## config.mk

```make
export PLATFORM = sky130hd
export DESIGN_NAME = ex_div_flat
export DESIGN_NICKNAME = d
export VERILOG_FILES = /design/src/rtl/ex_div_pkg.sv /design/src/rtl/ex_div_if.sv /design/src/rtl/ex_div_step.sv /design/src/rtl/ex_div.sv /design/src/flat_wrapper.sv
export SDC_FILE = /design/constraint.sdc
export NUM_CORES = 1
export LEC_CHECK = 0
export ABC_AREA = 1
export CORE_ASPECT_RATIO = 0.5
export CORE_MARGIN = 8
export CORE_UTILIZATION = 50
export DETAILED_ROUTE_END_ITERATION = 8
export GPL_TIMING_DRIVEN = 0
export PLACE_DENSITY_LB_ADDON = 0.2
export SYNTH_ARGS = -nofsm -noshare
export SYNTH_HDL_FRONTEND = slang
export SYNTH_SLANG_ARGS = --single-unit
```

## constraint.sdc

```tcl
create_clock -name clk -period 2.9 [get_ports clk]
set_input_delay 0.58 -clock clk [delete_from_list [all_inputs] [get_ports clk]]
set_output_delay 0.58 -clock clk [all_outputs]
set_load 0.01 [all_outputs]
```

## src/rtl/ex_div_pkg.sv

```systemverilog
// ex_div_pkg: shared constants, op/state encodings and helpers for the EX-stage divider.
// Latency: n/a (types and a pure function only).
// Backpressure: n/a.
package ex_div_pkg;

  localparam int XLEN  = 32;
  localparam int CNT_W = 5;   // must equal clog2(XLEN)

  // Bit 1 selects remainder, bit 0 selects unsigned.
  typedef enum logic [1:0] {
    DIV_OP_DIV  = 2'b00,
    DIV_OP_DIVU = 2'b01,
    DIV_OP_REM  = 2'b10,
    DIV_OP_REMU = 2'b11
  } div_op_e;

  typedef enum logic [1:0] {
    DIV_ST_IDLE = 2'b00,
    DIV_ST_CALC = 2'b01,
    DIV_ST_DONE = 2'b10
  } div_state_e;

  // Two's-complement magnitude when neg is set, value unchanged otherwise.
  function automatic logic [XLEN-1:0] cond_neg(input logic [XLEN-1:0] v, input logic neg);
    return neg ? (~v + 1'b1) : v;
  endfunction

endpackage

```

## src/rtl/ex_div_if.sv

```systemverilog
// ex_div_if: EX-stage <-> divider request/result bundle.
// Latency: n/a (wires only).
// Backpressure: stallreq tells ctrl to freeze EX; hold keeps a finished result alive.
// Ports: start/op/dividend/divisor/annul/hold from EX; stallreq/result/result_valid back.
interface ex_div_if;
  import ex_div_pkg::*;

  logic            start;
  div_op_e         op;
  logic [XLEN-1:0] dividend;
  logic [XLEN-1:0] divisor;
  logic            annul;
  logic            hold;
  logic            stallreq;
  logic [XLEN-1:0] result;
  logic            result_valid;

  // EX stage side
  modport master (
    output start, op, dividend, divisor, annul, hold,
    input  stallreq, result, result_valid
  );

  // Divider side
  modport slave (
    input  start, op, dividend, divisor, annul, hold,
    output stallreq, result, result_valid
  );

endinterface

```

## src/rtl/ex_div_step.sv

```systemverilog
// ex_div_step: one restoring-division step (shift in dividend bit, trial subtract).
// Latency: combinational.
// Backpressure: none.
// Ports: rem/quo_msb/divisor in; rem_next/q_bit out.
module ex_div_step
  import ex_div_pkg::*;
(
  input  logic [XLEN-1:0] rem,
  input  logic            quo_msb,
  input  logic [XLEN-1:0] divisor,
  output logic [XLEN-1:0] rem_next,
  output logic            q_bit
);

  // The shifted partial remainder needs one extra bit: with an unsigned divisor
  // >= 2^(XLEN-1) the remainder's msb can be set before the shift.
  logic [XLEN:0]   shifted;
  logic [XLEN-1:0] diff;

  always_comb begin
    shifted  = {rem, quo_msb};
    q_bit    = (shifted >= {1'b0, divisor});
    // When the subtract succeeds the true difference is below the divisor,
    // so the modular XLEN-bit difference is exact.
    diff     = shifted[XLEN-1:0] - divisor;
    rem_next = q_bit ? diff : shifted[XLEN-1:0];
  end

endmodule

```

## src/rtl/ex_div.sv

```systemverilog
// ex_div: iterative radix-2 restoring divider for DIV/DIVU/REM/REMU in the EX stage.
// Latency: start to result_valid = 1 + XLEN cycles (2 cycles for divide by zero).
// Backpressure: stallreq freezes EX while busy; hold keeps the result valid in DONE.
// Ports: clk, rst (sync, active-high), bus (ex_div_if.slave).
module ex_div
  import ex_div_pkg::*;
(
  input  logic    clk,
  input  logic    rst,
  ex_div_if.slave bus
);

  div_state_e       state_q, state_d;
  logic [CNT_W-1:0] cnt_q;
  logic [XLEN-1:0]  rem_q;
  logic [XLEN-1:0]  quo_q;
  logic [XLEN-1:0]  dvsr_q;
  logic             is_rem_q;
  logic             qneg_q;
  logic             rneg_q;

  // Operand preparation, only meaningful while IDLE sees start.
  logic            op_signed;
  logic            sign_a;
  logic            sign_b;
  logic [XLEN-1:0] mag_a;
  logic [XLEN-1:0] mag_b;
  logic            div_zero;

  always_comb begin
    op_signed = ~bus.op[0];
    sign_a    = op_signed & bus.dividend[XLEN-1];
    sign_b    = op_signed & bus.divisor[XLEN-1];
    mag_a     = cond_neg(bus.dividend, sign_a);
    mag_b     = cond_neg(bus.divisor, sign_b);
    div_zero  = (bus.divisor == '0);
  end

  logic            accept;
  logic [XLEN-1:0] step_rem;
  logic            step_q;

  assign accept = (state_q == DIV_ST_IDLE) & bus.start & ~bus.annul;

  ex_div_step u_step (
    .rem      (rem_q),
    .quo_msb  (quo_q[XLEN-1]),
    .divisor  (dvsr_q),
    .rem_next (step_rem),
    .q_bit    (step_q)
  );

  // State register
  always_ff @(posedge clk) begin
    if (rst) state_q <= DIV_ST_IDLE;
    else     state_q <= state_d;
  end

  // Next state
  always_comb begin
    state_d = state_q;
    case (state_q)
      DIV_ST_IDLE: if (accept) state_d = div_zero ? DIV_ST_DONE : DIV_ST_CALC;
      DIV_ST_CALC: if (cnt_q == '0) state_d = DIV_ST_DONE;
      DIV_ST_DONE: if (!bus.hold) state_d = DIV_ST_IDLE;
      default:     state_d = DIV_ST_IDLE;
    endcase
    if (bus.annul) state_d = DIV_ST_IDLE;
  end

  // Datapath. Annul only redirects the FSM; stale datapath contents are
  // never visible because result_valid depends on DONE.
  always_ff @(posedge clk) begin
    if (rst) begin
      cnt_q    <= '0;
      rem_q    <= '0;
      quo_q    <= '0;
      dvsr_q   <= '0;
      is_rem_q <= 1'b0;
      qneg_q   <= 1'b0;
      rneg_q   <= 1'b0;
    end else begin
      case (state_q)
        DIV_ST_IDLE: begin
          if (accept) begin
            cnt_q    <= CNT_W'(XLEN - 1);
            dvsr_q   <= mag_b;
            is_rem_q <= bus.op[1];
            // Divide by zero never negates the all-ones quotient.
            qneg_q   <= (sign_a ^ sign_b) & ~div_zero;
            rneg_q   <= sign_a;
            if (div_zero) begin
              // Remainder path re-applies the dividend sign, giving back the dividend.
              quo_q <= '1;
              rem_q <= mag_a;
            end else begin
              quo_q <= mag_a;
              rem_q <= '0;
            end
          end
        end
        DIV_ST_CALC: begin
          rem_q <= step_rem;
          quo_q <= {quo_q[XLEN-2:0], step_q};
          cnt_q <= cnt_q - 1'b1;
        end
        default: ;
      endcase
    end
  end

  // Outputs
  always_comb begin
    bus.stallreq     = ~rst & ~bus.annul &
                       (((state_q == DIV_ST_IDLE) & bus.start) | (state_q == DIV_ST_CALC));
    bus.result_valid = ~rst & ~bus.annul & (state_q == DIV_ST_DONE);
    bus.result       = '0;
    if (bus.result_valid)
      bus.result = is_rem_q ? cond_neg(rem_q, rneg_q) : cond_neg(quo_q, qneg_q);
  end

endmodule

```

## src/flat_wrapper.sv

```systemverilog
// flat-port wrapper written by rule: the top's interface ports become plain ports
module ex_div_flat import ex_div_pkg::*;
  (clk, rst, bus_start, bus_op, bus_dividend, bus_divisor, bus_annul, bus_hold, bus_stallreq, bus_result, bus_result_valid);
  ex_div_if bus_i ();
  input  logic clk;
  input  logic rst;
  input wire logic [$bits(bus_i.start)-1:0] bus_start;
  input wire logic [$bits(bus_i.op)-1:0] bus_op;
  input wire logic [$bits(bus_i.dividend)-1:0] bus_dividend;
  input wire logic [$bits(bus_i.divisor)-1:0] bus_divisor;
  input wire logic [$bits(bus_i.annul)-1:0] bus_annul;
  input wire logic [$bits(bus_i.hold)-1:0] bus_hold;
  output wire logic [$bits(bus_i.stallreq)-1:0] bus_stallreq;
  output wire logic [$bits(bus_i.result)-1:0] bus_result;
  output wire logic [$bits(bus_i.result_valid)-1:0] bus_result_valid;
  assign bus_i.start = bus_start;
  assign bus_i.op = bus_op;
  assign bus_i.dividend = bus_dividend;
  assign bus_i.divisor = bus_divisor;
  assign bus_i.annul = bus_annul;
  assign bus_i.hold = bus_hold;
  assign bus_stallreq = bus_i.stallreq;
  assign bus_result = bus_i.result;
  assign bus_result_valid = bus_i.result_valid;
  ex_div u_core (.clk(clk), .rst(rst), .bus(bus_i));
endmodule
```

==> reports/qor.yml, run 1 <==
startpoint_type: "flop"
ios: 105
vias_per_cell: 5.650
fin_ws_ns: -0.01795
synth_xor_area_share_pct: 4.851
synth_compound_area_share_pct: 17.71
clock_skew_ns: 0.01406
holdBufCountCts: 0
arrival_ns: 2.34
synth_edf_count: 0
violations: "setup timing"
synthArstFlopShare_pct: 0
drt-wirelength-per-cell_um: 18.81
cts_made_buffers: 9
final_hold_viol_count: 0
grt_usage_pct: 32.01
synth_seq_cells: 106
netlist_top_cells_count: "nand2_1 (568), inv_1 (283), nor2_1 (242), nand3_1 (138), a21oi_1 (123)"
yosys-top-cells-area: "nand2_1 (19%), dfxtp_1 (19%), inv_1 (9.3%)"
rsz0062_at_grt: "true"
layout-drive-gt1-share_pct: 12.59
cts-root-buf: "clkbuf_16"
synth_cell_types: 57
yosysWarningCount: 0
yosys.area.top_type: "nand2_1"
worst_pin_slew_ns: 0.9381
clock_latency_ns: 0.38
synth-adder-area-share_pct: 4.356
vias: 13990
required_ns: 2.32
gr-total-overflow: 0
first_iter_violations: 1688
die_area_um2: 28120
antenna_found_initial: 0
syn_inst: 2015
power_density_nw_per_um2: 406.8
tritoncts: "yes"
initial_core_util_pct: 50.34
slew_violations: 0
syn-mean-instance-area_um2: 5.644
setup_viol: 1
wl_met3_mm: 5.770
met2_length_mm: 18.73
status: "finished with violations"
wl_met1_mm: 20.68
die_w_um: 229.3
synth_top_family_by_area: "simple AND/OR/NAND/NOR gates"
diodes: 0
dp_hpwl_mm: 37.59
syn_area_um2: 11370
cp-end-kind: "primary output"
routed_wl_mm: 46.56
top_layer: "met4"
synth_flop_cell: "dfxtp_1"
max_cap_violations: 0
grt_max_degree: 19
io_buffers: 104
total_power_mw: 5.597
grt_pass1_wl_mm: 70.49
synthMuxAreaShare_pct: 0
place_congestion: 1.035
ys_seq_area_share_pct: 18.66
clkTransAtPathRegs_ns: 0.07
ant_nets: 0
worst-setup-path-type: "flop to primary output"
rrSetupSlack_ns: 0.14
cts_sinks: 106
fin_crit_sh_pct: 100.6
max_slew_margin_pct: 37.46
synth_most_common_cell: "nand2_1"
leakage_nw: 6.594
fmax_mhz: 342.7
fin_util_pct: 60.90
rows: 39
core_um2: 22590
syn_to_final_growth_pct: 20.98
drtPass1Iterations: 5
synth_top_area_share_pct: 18.75
route.detailed.drc: 0
clockBufferDepth: 2
irDropWorstVdd_mv: 0.4331
die_h_um: 122.6
synthSimpleGateAreaFrac_pct: 41.06
synth_fp_nets: 2125
layout_min_cycle_time_ns: 2.918
fin_nets: 2274
htreeDepth: 3
grt_pass1_vias: 12310
hp-class: "flop to flop"
crit_fanout: 7
## critical path: stages, from the launching register on
cell and delay [ns]:
dfxtp_2 0.41, nor2_1 0.18, nand2_1 0.12, nor2_2 0.15, nand2_2 0.10, nor3_4 0.22
nand2_1 0.09, nand2_2 0.10, o21ai_1 0.10, or2_0 0.22, a21oi_1 0.13, buf_2 0.16
## flip-flops by register name, indices dropped and copies added, names as in the netlist
signal and cells:
u_core.dvsr_q 32, u_core.quo_q 32, u_core.rem_q 32, u_core.cnt_q 5, u_core.state_q 2, u_core.is_rem_q 1
u_core.qneg_q 1, u_core.rneg_q 1
## timing repair
action	4_1_cts	5_1_grt
gates resized for setup	207	53
pin swaps	38	38
setup buffers	23	13
setup endpoints to repair	33	35
## power breakdown
| group | switching [mW] | internal (mW) | leakage [nW] |
|---|---|---|---|
| combinational | 1.61 | 0.872 | 5.55 |
| sequential | 0.154 | 1.56 | 0.881 |
| clock | 0.609 | 0.790 | 0.164 |
## final cells by class
cell class / count / area (um2)
buffer: 73 / 426.7
clock inverter: 6 / 95.09
tap: 307 / 384.1
clock buffer: 10 / 239.0
timing repair buffer: 140 / 1207
inverter: 301 / 1149
sequential: 106 / 2160
fill: 2314 / 8833
multi-input combinational: 1533 / 8099
## cells in the final DEF, fill, tap and decap left out, types with 6 or more instances in the layout
cell,n
a21oi_1,116
a21oi_2,25
a31oi_1,10
buf_2,22
buf_4,39
buf_6,9
clkbuf_1,39
clkbuf_16,9
clkbuf_2,11
clkdlybuf4s50_1,69
dfxtp_1,86
dfxtp_2,15
dlygate4sd2_1,10
ha_1,36
inv_1,274
inv_2,17
nand2_1,554
nand2_2,17
nand3_1,134
nand3_2,6
nand3b_1,9
nand4_1,38
nor2_1,228
nor2_2,16
nor2_4,6
nor3_1,29
nor3_2,9
nor3_4,6
o211ai_1,8
o21a_1,7
o21ai_0,103
o21ai_1,13
o21ai_2,7
o221ai_1,23
o31ai_1,6
or2_2,9
xnor2_1,16
xor2_1,47
## final timing paths
| check | depth (start not counted) | to | start |
|---|---|---|---|
| worst max-delay path | 11 | bus_result[25] | u_core.rem_q[5] |
| worst min-delay path | 2 | u_core.dvsr_q[25] | u_core.dvsr_q[25] |
| worst max register to register | 9 | u_core.rem_q[27] | u_core.state_q[1] |
| worst min register to register | 2 | u_core.dvsr_q[25] | u_core.dvsr_q[25] |
## logic make-up (layout without fill, tap and decap cells)
group	Yosys count	after routing
AO/OA/AOI/OAI	345	345
XOR/XNOR	63	63
adder cells (fa/ha/maj)	39	39
buffers and inverters	376	530
flip-flops	106	106
AND/OR/NAND/NOR	1086	1086
## routing by layer
metal	vias to the layer above	global-route usage (%)
met5	-	0
met4	0	9.750
met3	98	8.399
met2	759	47.69
met1	6307	44.81
li1	6826	-
## metrics by stage
stage	hold WS [ns]	std cells	instance area, um2	setup slack (ns)	setup TNS (ns)
floorplan	0.4453	2015	11370	0.5094	0
global placement	0.4831	2426	12800	-1.068	-32.89
detailed placement	0.4930	2426	12800	-1.088	-33.26
CTS	0.5083	2464	13600	-0.05692	-0.09823
global route	0.5240	2476	13760	-0.1183	-0.7307
finish	0.5124	2476	13760	-0.01795	-0.01795
Note: power is estimated with default switching activity, not from simulation.
==> run 2, diff against run 1 <==
CORE_UTILIZATION = 30   (was 50)
==> reports/qor.yml, run 2 (synthesis results as in run 1) <==
clock_skew_ns: 0.01207  # was 0.01406 ns
critPathBufInv: 4  # was 1
io_buffers: 104  # unchanged
syn_to_final_growth_pct: 24.09  # was 20.98%
ios: 105  # unchanged
vias_per_cell: 5.021  # was 5.650
arrival_ns: 2.30  # was 2.34 ns
tritoncts: "yes"  # unchanged
worst-setup-path-type: "flop to primary output"  # unchanged
diodes: 0  # unchanged
top_regs: "u_core.dvsr_q (32), u_core.quo_q (32), u_core.rem_q (32)"  # unchanged
hold-worst-slack_ns: 0.4982  # was 0.5124 ns
irDropWorstVdd_mv: 0.3277  # was 0.4331 mV
vias: 13410  # was 13990
fin_cells: 2671  # was 2476
layout-drive-gt1-share_pct: 12.86  # was 12.59%
ant_nets: 0  # unchanged
r2r-end: "u_core.rem_q[27]"  # unchanged
crit_slowest_cell: "dfxtp_4"  # was dfxtp_2
layout_min_cycle_time_ns: 2.884  # was 2.918 ns
cts-root-buf: "clkbuf_16"  # unchanged
holdBufCountCts: 0  # unchanged
grt_max_degree: 21  # was 19
max_cap_violations: 0  # unchanged
place_congestion: 0.9630  # was 1.035
final_common_cell: "nand2_1"  # unchanged
leakage_nw: 6.618  # was 6.594 nW
post-place-cells: 2613  # was 2426
cpLargestDelayFamily: "simple AND/OR/NAND/NOR gates"  # unchanged
fin_ws_ns: 0.01634  # was -0.01795 ns
die_h_um: 153.7  # was 122.6 um
htreeDepth: 3  # unchanged
min_to: "u_core.cnt_q[4]"  # was u_core.dvsr_q[25]
rows: 50  # was 39
slew_violations: 0  # unchanged
hold_start: "u_core.cnt_q[4]"  # was u_core.dvsr_q[25]
core_um2: 37410  # was 22590 um2
first_iter_violations: 1229  # was 1688
crit_chain: "inv_6 > buf_6 > nand3_4 > nor3_4 > buf_6 > nand2_4 > nor3_4 > nand2_1 > nand2_2 > o21ai_2 > or2_1 > a21oi_2 > buf_2"  # was nor2_1 > nand2_1 > nor2_2 > nand2_2 > nor3_4 > nand2_1 > nand2_2 > o21ai_1 > or2_0 > a21oi_1 > buf_2
startpoint_type: "flop"  # unchanged
rrSetupSlack_ns: 0.15  # was 0.14 ns
initial_core_util_pct: 30.40  # was 50.34%
hp-class: "flop to flop"  # unchanged
antenna_found_initial: 2  # was 0
die_area_um2: 44780  # was 28120 um2
grt_pass1_vias: 12630  # was 12310
max_slew_margin_pct: 35.18  # was 37.46%
max_stage_delay_ns: 0.37  # was 0.41 ns
final_hold_viol_count: 0  # unchanged
cp-end-kind: "primary output"  # unchanged
total_power_mw: 5.518  # was 5.597 mW
power_density_nw_per_um2: 391.0  # was 406.8 nW/um2
setup_viol: 0  # was 1
fmax_mhz: 346.8  # was 342.7 MHz
clock_latency_ns: 0.39  # was 0.38 ns
routed_wl_mm: 48.33  # was 46.56 mm
dp_slack_ns: -1.053  # was -1.088 ns
fin_crit_sh_pct: 99.44  # was 100.6%
r2r_cells: 13  # was 9
dp_hpwl_mm: 40.03  # was 37.59 mm
finalSetupTns_ns: 0  # was -0.01795 ns
num-fill-cells: 4152  # was 2314
clkTransAtPathRegs_ns: 0.08  # was 0.07 ns
fin_nets: 2282  # was 2274
grt_pass1_wl_mm: 73.01  # was 70.49 mm
route.detailed.drc: 0  # unchanged
whs_path_depth: 2  # unchanged
cts_made_buffers: 9  # unchanged
required_ns: 2.32  # about the same
drtPass1Iterations: 5  # unchanged
crit_fanout: 4  # was 7
gr-total-overflow: 0  # unchanged
layout_common_cells: "nand2_1 (555), inv_1 (276), nor2_1 (225)"  # was nand2_1 (554), inv_1 (274), nor2_1 (228)
die_w_um: 291.4  # was 229.3 um
grt_usage_pct: 20.94  # was 32.01%
cts_sinks: 106  # unchanged
reg2reg_from: "u_core.rem_q[7]"  # was u_core.state_q[1]
drt-wirelength-per-cell_um: 18.09  # was 18.81 um
worst_pin_slew_ns: 0.9723  # was 0.9381 ns
rsz0062_at_grt: "true"  # unchanged
status: "completed"  # was finished with violations
clockBufferDepth: 2  # unchanged
[run 2: changes by cell type in the layout (fill, tap and decap cells not counted), moves of 4 or more]
cell,previous run,this run
dfxtp_2,15,20
clkbuf_2,11,6
buf_6,9,15
dfxtp_1,86,82
clkbuf_1,39,43
nand2_2,17,12
nand2_4,5,9
[run 2: worst max-delay path by stage]
stage                    startpoint        endpoint  slack (ns)  depth (start not counted)
floorplan           u_core.quo_q[1]  bus_result[22]        0.51                         12
global placement                rst  bus_result[19]       -1.08                          8
detailed placement              rst  bus_result[19]       -1.05                          8
CTS                 u_core.rem_q[0]  bus_result[11]       -0.06                         14
global route        u_core.rem_q[0]  bus_result[27]       -0.07                         15
finish              u_core.rem_q[0]  bus_result[25]        0.02                         13
[run 2: layer usage]
metal | vias to the layer above | GRT usage (%) | share of wire [%]
met2 | 436 | 33.08 | 43
met5 | - | 0 | 0
met3 | 51 | 4.312 | 7.5
met1 | 6099 | 28.64 | 47
met4 | 0 | 5.996 | 2.3
li1 | 6824 | - | -
[run 2: cell type report]
cell class	instances	area, um2	share of cell area (%)
inverter	301	1149	8.138
sequential	106	2162	15.32
clock buffer	10	239.0	1.693
timing repair buffer	148	1313	9.300
clock inverter	6	70.07	0.4965
tap	494	618.1	4.379
multi-input combinational	1533	8145	57.71
buffer	73	417.9	2.961
[run 2: repair_timing]
item | 4_1_cts | 5_1_grt
gates cloned | 0 | 0
buffers inserted | 33 | 12
pin swaps | 37 | 43
endpoints found under the setup margin | 33 | 35
resized for setup | 212 | 67
[run 2: worst min-delay path: cells and delay by family, from the launching register on]
kind | cells | cell delay [ns]
flops | 1 | 0.32
compound gates | 1 | 0.07
buf+inv | 1 | 0.07
[run 2: report_power, final]
group / internal [mW] / leakage (nW) / switching, mW
Clock: 0.636 / 0.151 / 0.687
Sequential: 1.56 / 0.882 / 0.150
Combinational: 0.877 / 5.58 / 1.61
[run 2: metrics by stage]
step / util, % / area (um2)
floorplan: - / 11370
global placement: 34.84 / 13030
detailed placement: 34.84 / 13030
CTS: 37.15 / 13900
global route: 37.73 / 14110
finish: 37.73 / 14110
==> run 3, diff against run 2 <==
CORE_UTILIZATION = 40   (was 30)
==> reports/qor.yml, run 3 (synthesis results as in run 1) <==
total_power_mw: 5.603  # was 5.518 mW
clkTransAtPathRegs_ns: 0.08  # about the same
worst-setup-path-type: "flop to primary output"  # unchanged
diodes: 0  # unchanged
met2_length_mm: 19.86  # was 20.87 mm
cp-end-kind: "primary output"  # unchanged
wl_met3_mm: 5.273  # was 3.642 mm
initial_core_util_pct: 40.89  # was 30.40%
grt_pass1_wl_mm: 72.15  # was 73.01 mm
ios: 105  # unchanged
fin_crit_sh_pct: 101.2  # was 99.44%
die_w_um: 254.5  # was 291.4 um
clock_latency_ns: 0.38  # was 0.39 ns
first_iter_violations: 1784  # was 1229
syn_to_final_growth_pct: 21.91  # was 24.09%
slew_violations: 0  # unchanged
status: "finished with violations"  # was completed
post-place-cells: 2501  # was 2613
num-fill-cells: 2947  # was 4152
crit_fanout: 4  # unchanged
htreeDepth: 3  # unchanged
setup_viol: 1  # was 0
required_ns: 2.32  # about the same
die_area_um2: 34410  # was 44780 um2
die_h_um: 135.2  # was 153.7 um
drtPass1Iterations: 6  # was 5
layout-drive-gt1-share_pct: 12.16  # was 12.86%
power_density_nw_per_um2: 404.1  # was 391.0 nW/um2
final_hold_viol_count: 0  # unchanged
place_congestion: 0.9939  # was 0.9630
vias: 13840  # was 13410
cts-root-buf: "clkbuf_16"  # unchanged
grt_max_degree: 17  # was 21
io_buffers: 104  # unchanged
vias_per_cell: 5.439  # was 5.021
wl_met1_mm: 21.45  # was 22.68 mm
irDropWorstVdd_mv: 0.3801  # was 0.3277 mV
cts_made_buffers: 9  # unchanged
tritoncts: "yes"  # unchanged
clockBufferDepth: 2  # unchanged
max_cap_violations: 0  # unchanged
hp-class: "flop to flop"  # unchanged
rsz0062_at_grt: "true"  # unchanged
layout_common_cells: "nand2_1 (558), inv_1 (276), nor2_1 (226)"  # was nand2_1 (555), inv_1 (276), nor2_1 (225)
layout_min_cycle_time_ns: 2.934  # was 2.884 ns
rows: 43  # was 50
grt_usage_pct: 27.17  # was 20.94%
antenna_found_initial: 1  # was 2
max_slew_margin_pct: 27.46  # was 35.18%
fin_ws_ns: -0.03432  # was 0.01634 ns
fin_cells: 2545  # was 2671
top_layer: "met5"  # was met4
grt_pass1_vias: 12480  # was 12630
holdBufCountCts: 0  # unchanged
fin_nets: 2269  # was 2282
route.detailed.drc: 0  # unchanged
dp_hpwl_mm: 38.75  # was 40.03 mm
gr-total-overflow: 0  # unchanged
arrival_ns: 2.35  # was 2.30 ns
violations: "setup timing"
fmax_mhz: 340.8  # was 346.8 MHz
drt-wirelength-per-cell_um: 18.84  # was 18.09 um
routed_wl_mm: 47.95  # was 48.33 mm
final_common_cell: "nand2_1"  # unchanged
cts_sinks: 106  # unchanged
leakage_nw: 6.535  # was 6.618 nW
fin_util_pct: 49.85  # was 37.73%
top_regs: "u_core.dvsr_q (32), u_core.quo_q (32), u_core.rem_q (32)"  # unchanged
worst_pin_slew_ns: 1.088  # was 0.9723 ns
ant_nets: 0  # unchanged
clock_skew_ns: 0.01199  # was 0.01207 ns
startpoint_type: "flop"  # unchanged
core_um2: 27820  # was 37410 um2
==> run 3: cell count changes in the layout (fill, tap and decap cells not counted), sizes merged, moves of 3 or more <==
cell / change
buf: -15
clkdlybuf4s15: +3
dlygate4sd2: -3
inv: -3
==> run 3: what timing repair did <==
| action | in CTS | in global routing |
|---|---|---|
| endpoints found under the setup margin | 33 | 31 |
| resized for setup | 211 | 59 |
| setup buffers | 21 | 10 |
| pin swaps | 35 | 32 |
==> run 3: critical path: stages (launching register included) <==
cell             delay [ns]
dfxtp_4                0.36
inv_4                  0.07
buf_4                  0.12
nand3_4                0.08
nor3_4                 0.23
nand2_2                0.13
nor3_4                 0.19
nand3_1                0.11
nand2_1                0.07
nand2_1                0.04
nand3_1                0.07
nand2_1                0.07
nor2_2                 0.17
clkdlybuf4s15_2        0.25
==> run 3: layer usage <==
layer | up-vias | global-route usage (%)
met4 | 2 | 8.890
met3 | 80 | 6.894
met1 | 6308 | 37.34
met2 | 652 | 41.07
met5 | - | 0
li1 | 6799 | -
==> run 3: per-stage QoR <==
stage | hold WS, ns | TNS, ns | instance area (um2) | setup slack [ns]
finish | 0.5147 | -0.03432 | 13870 | -0.03432
CTS | 0.5018 | -0.2383 | 13680 | -0.05087
detailed placement | 0.4905 | -33.85 | 12890 | -1.135
floorplan | 0.4453 | 0 | 11370 | 0.5094
global placement | 0.4886 | -35.41 | 12890 | -1.163
global route | 0.5296 | -0.7534 | 13870 | -0.1236
==> run 3: layout make-up <==
type	count	area [um2]	area share, %
Sequential cell	106	2160	15.57
Inverter	301	1144	8.248
Multi-Input combinational cell	1533	8150	58.78
Tap cell	382	478.0	3.447
Clock buffer	11	242.7	1.751
Clock inverter	4	76.32	0.5504
Timing Repair Buffer	135	1190	8.581
Buffer	73	425.4	3.068
==> run 3: where the power goes <==
group / internal (mW) / switching [mW]
clock network: 0.778 / 0.612
logic: 0.872 / 1.62
registers: 1.56 / 0.158
total: 3.21 / 2.39
==> run 3: final timing paths <==
kind	slack (ns)	end	startpoint	depth (start not counted)
max	-0.03	bus_result[11]	u_core.rem_q[1]	13
min	0.51	u_core.cnt_q[3]	u_core.cnt_q[3]	2
max reg2reg	0.02	u_core.rem_q[12]	u_core.quo_q[31]	15
min reg2reg	0.51	u_core.cnt_q[3]	u_core.cnt_q[3]	2
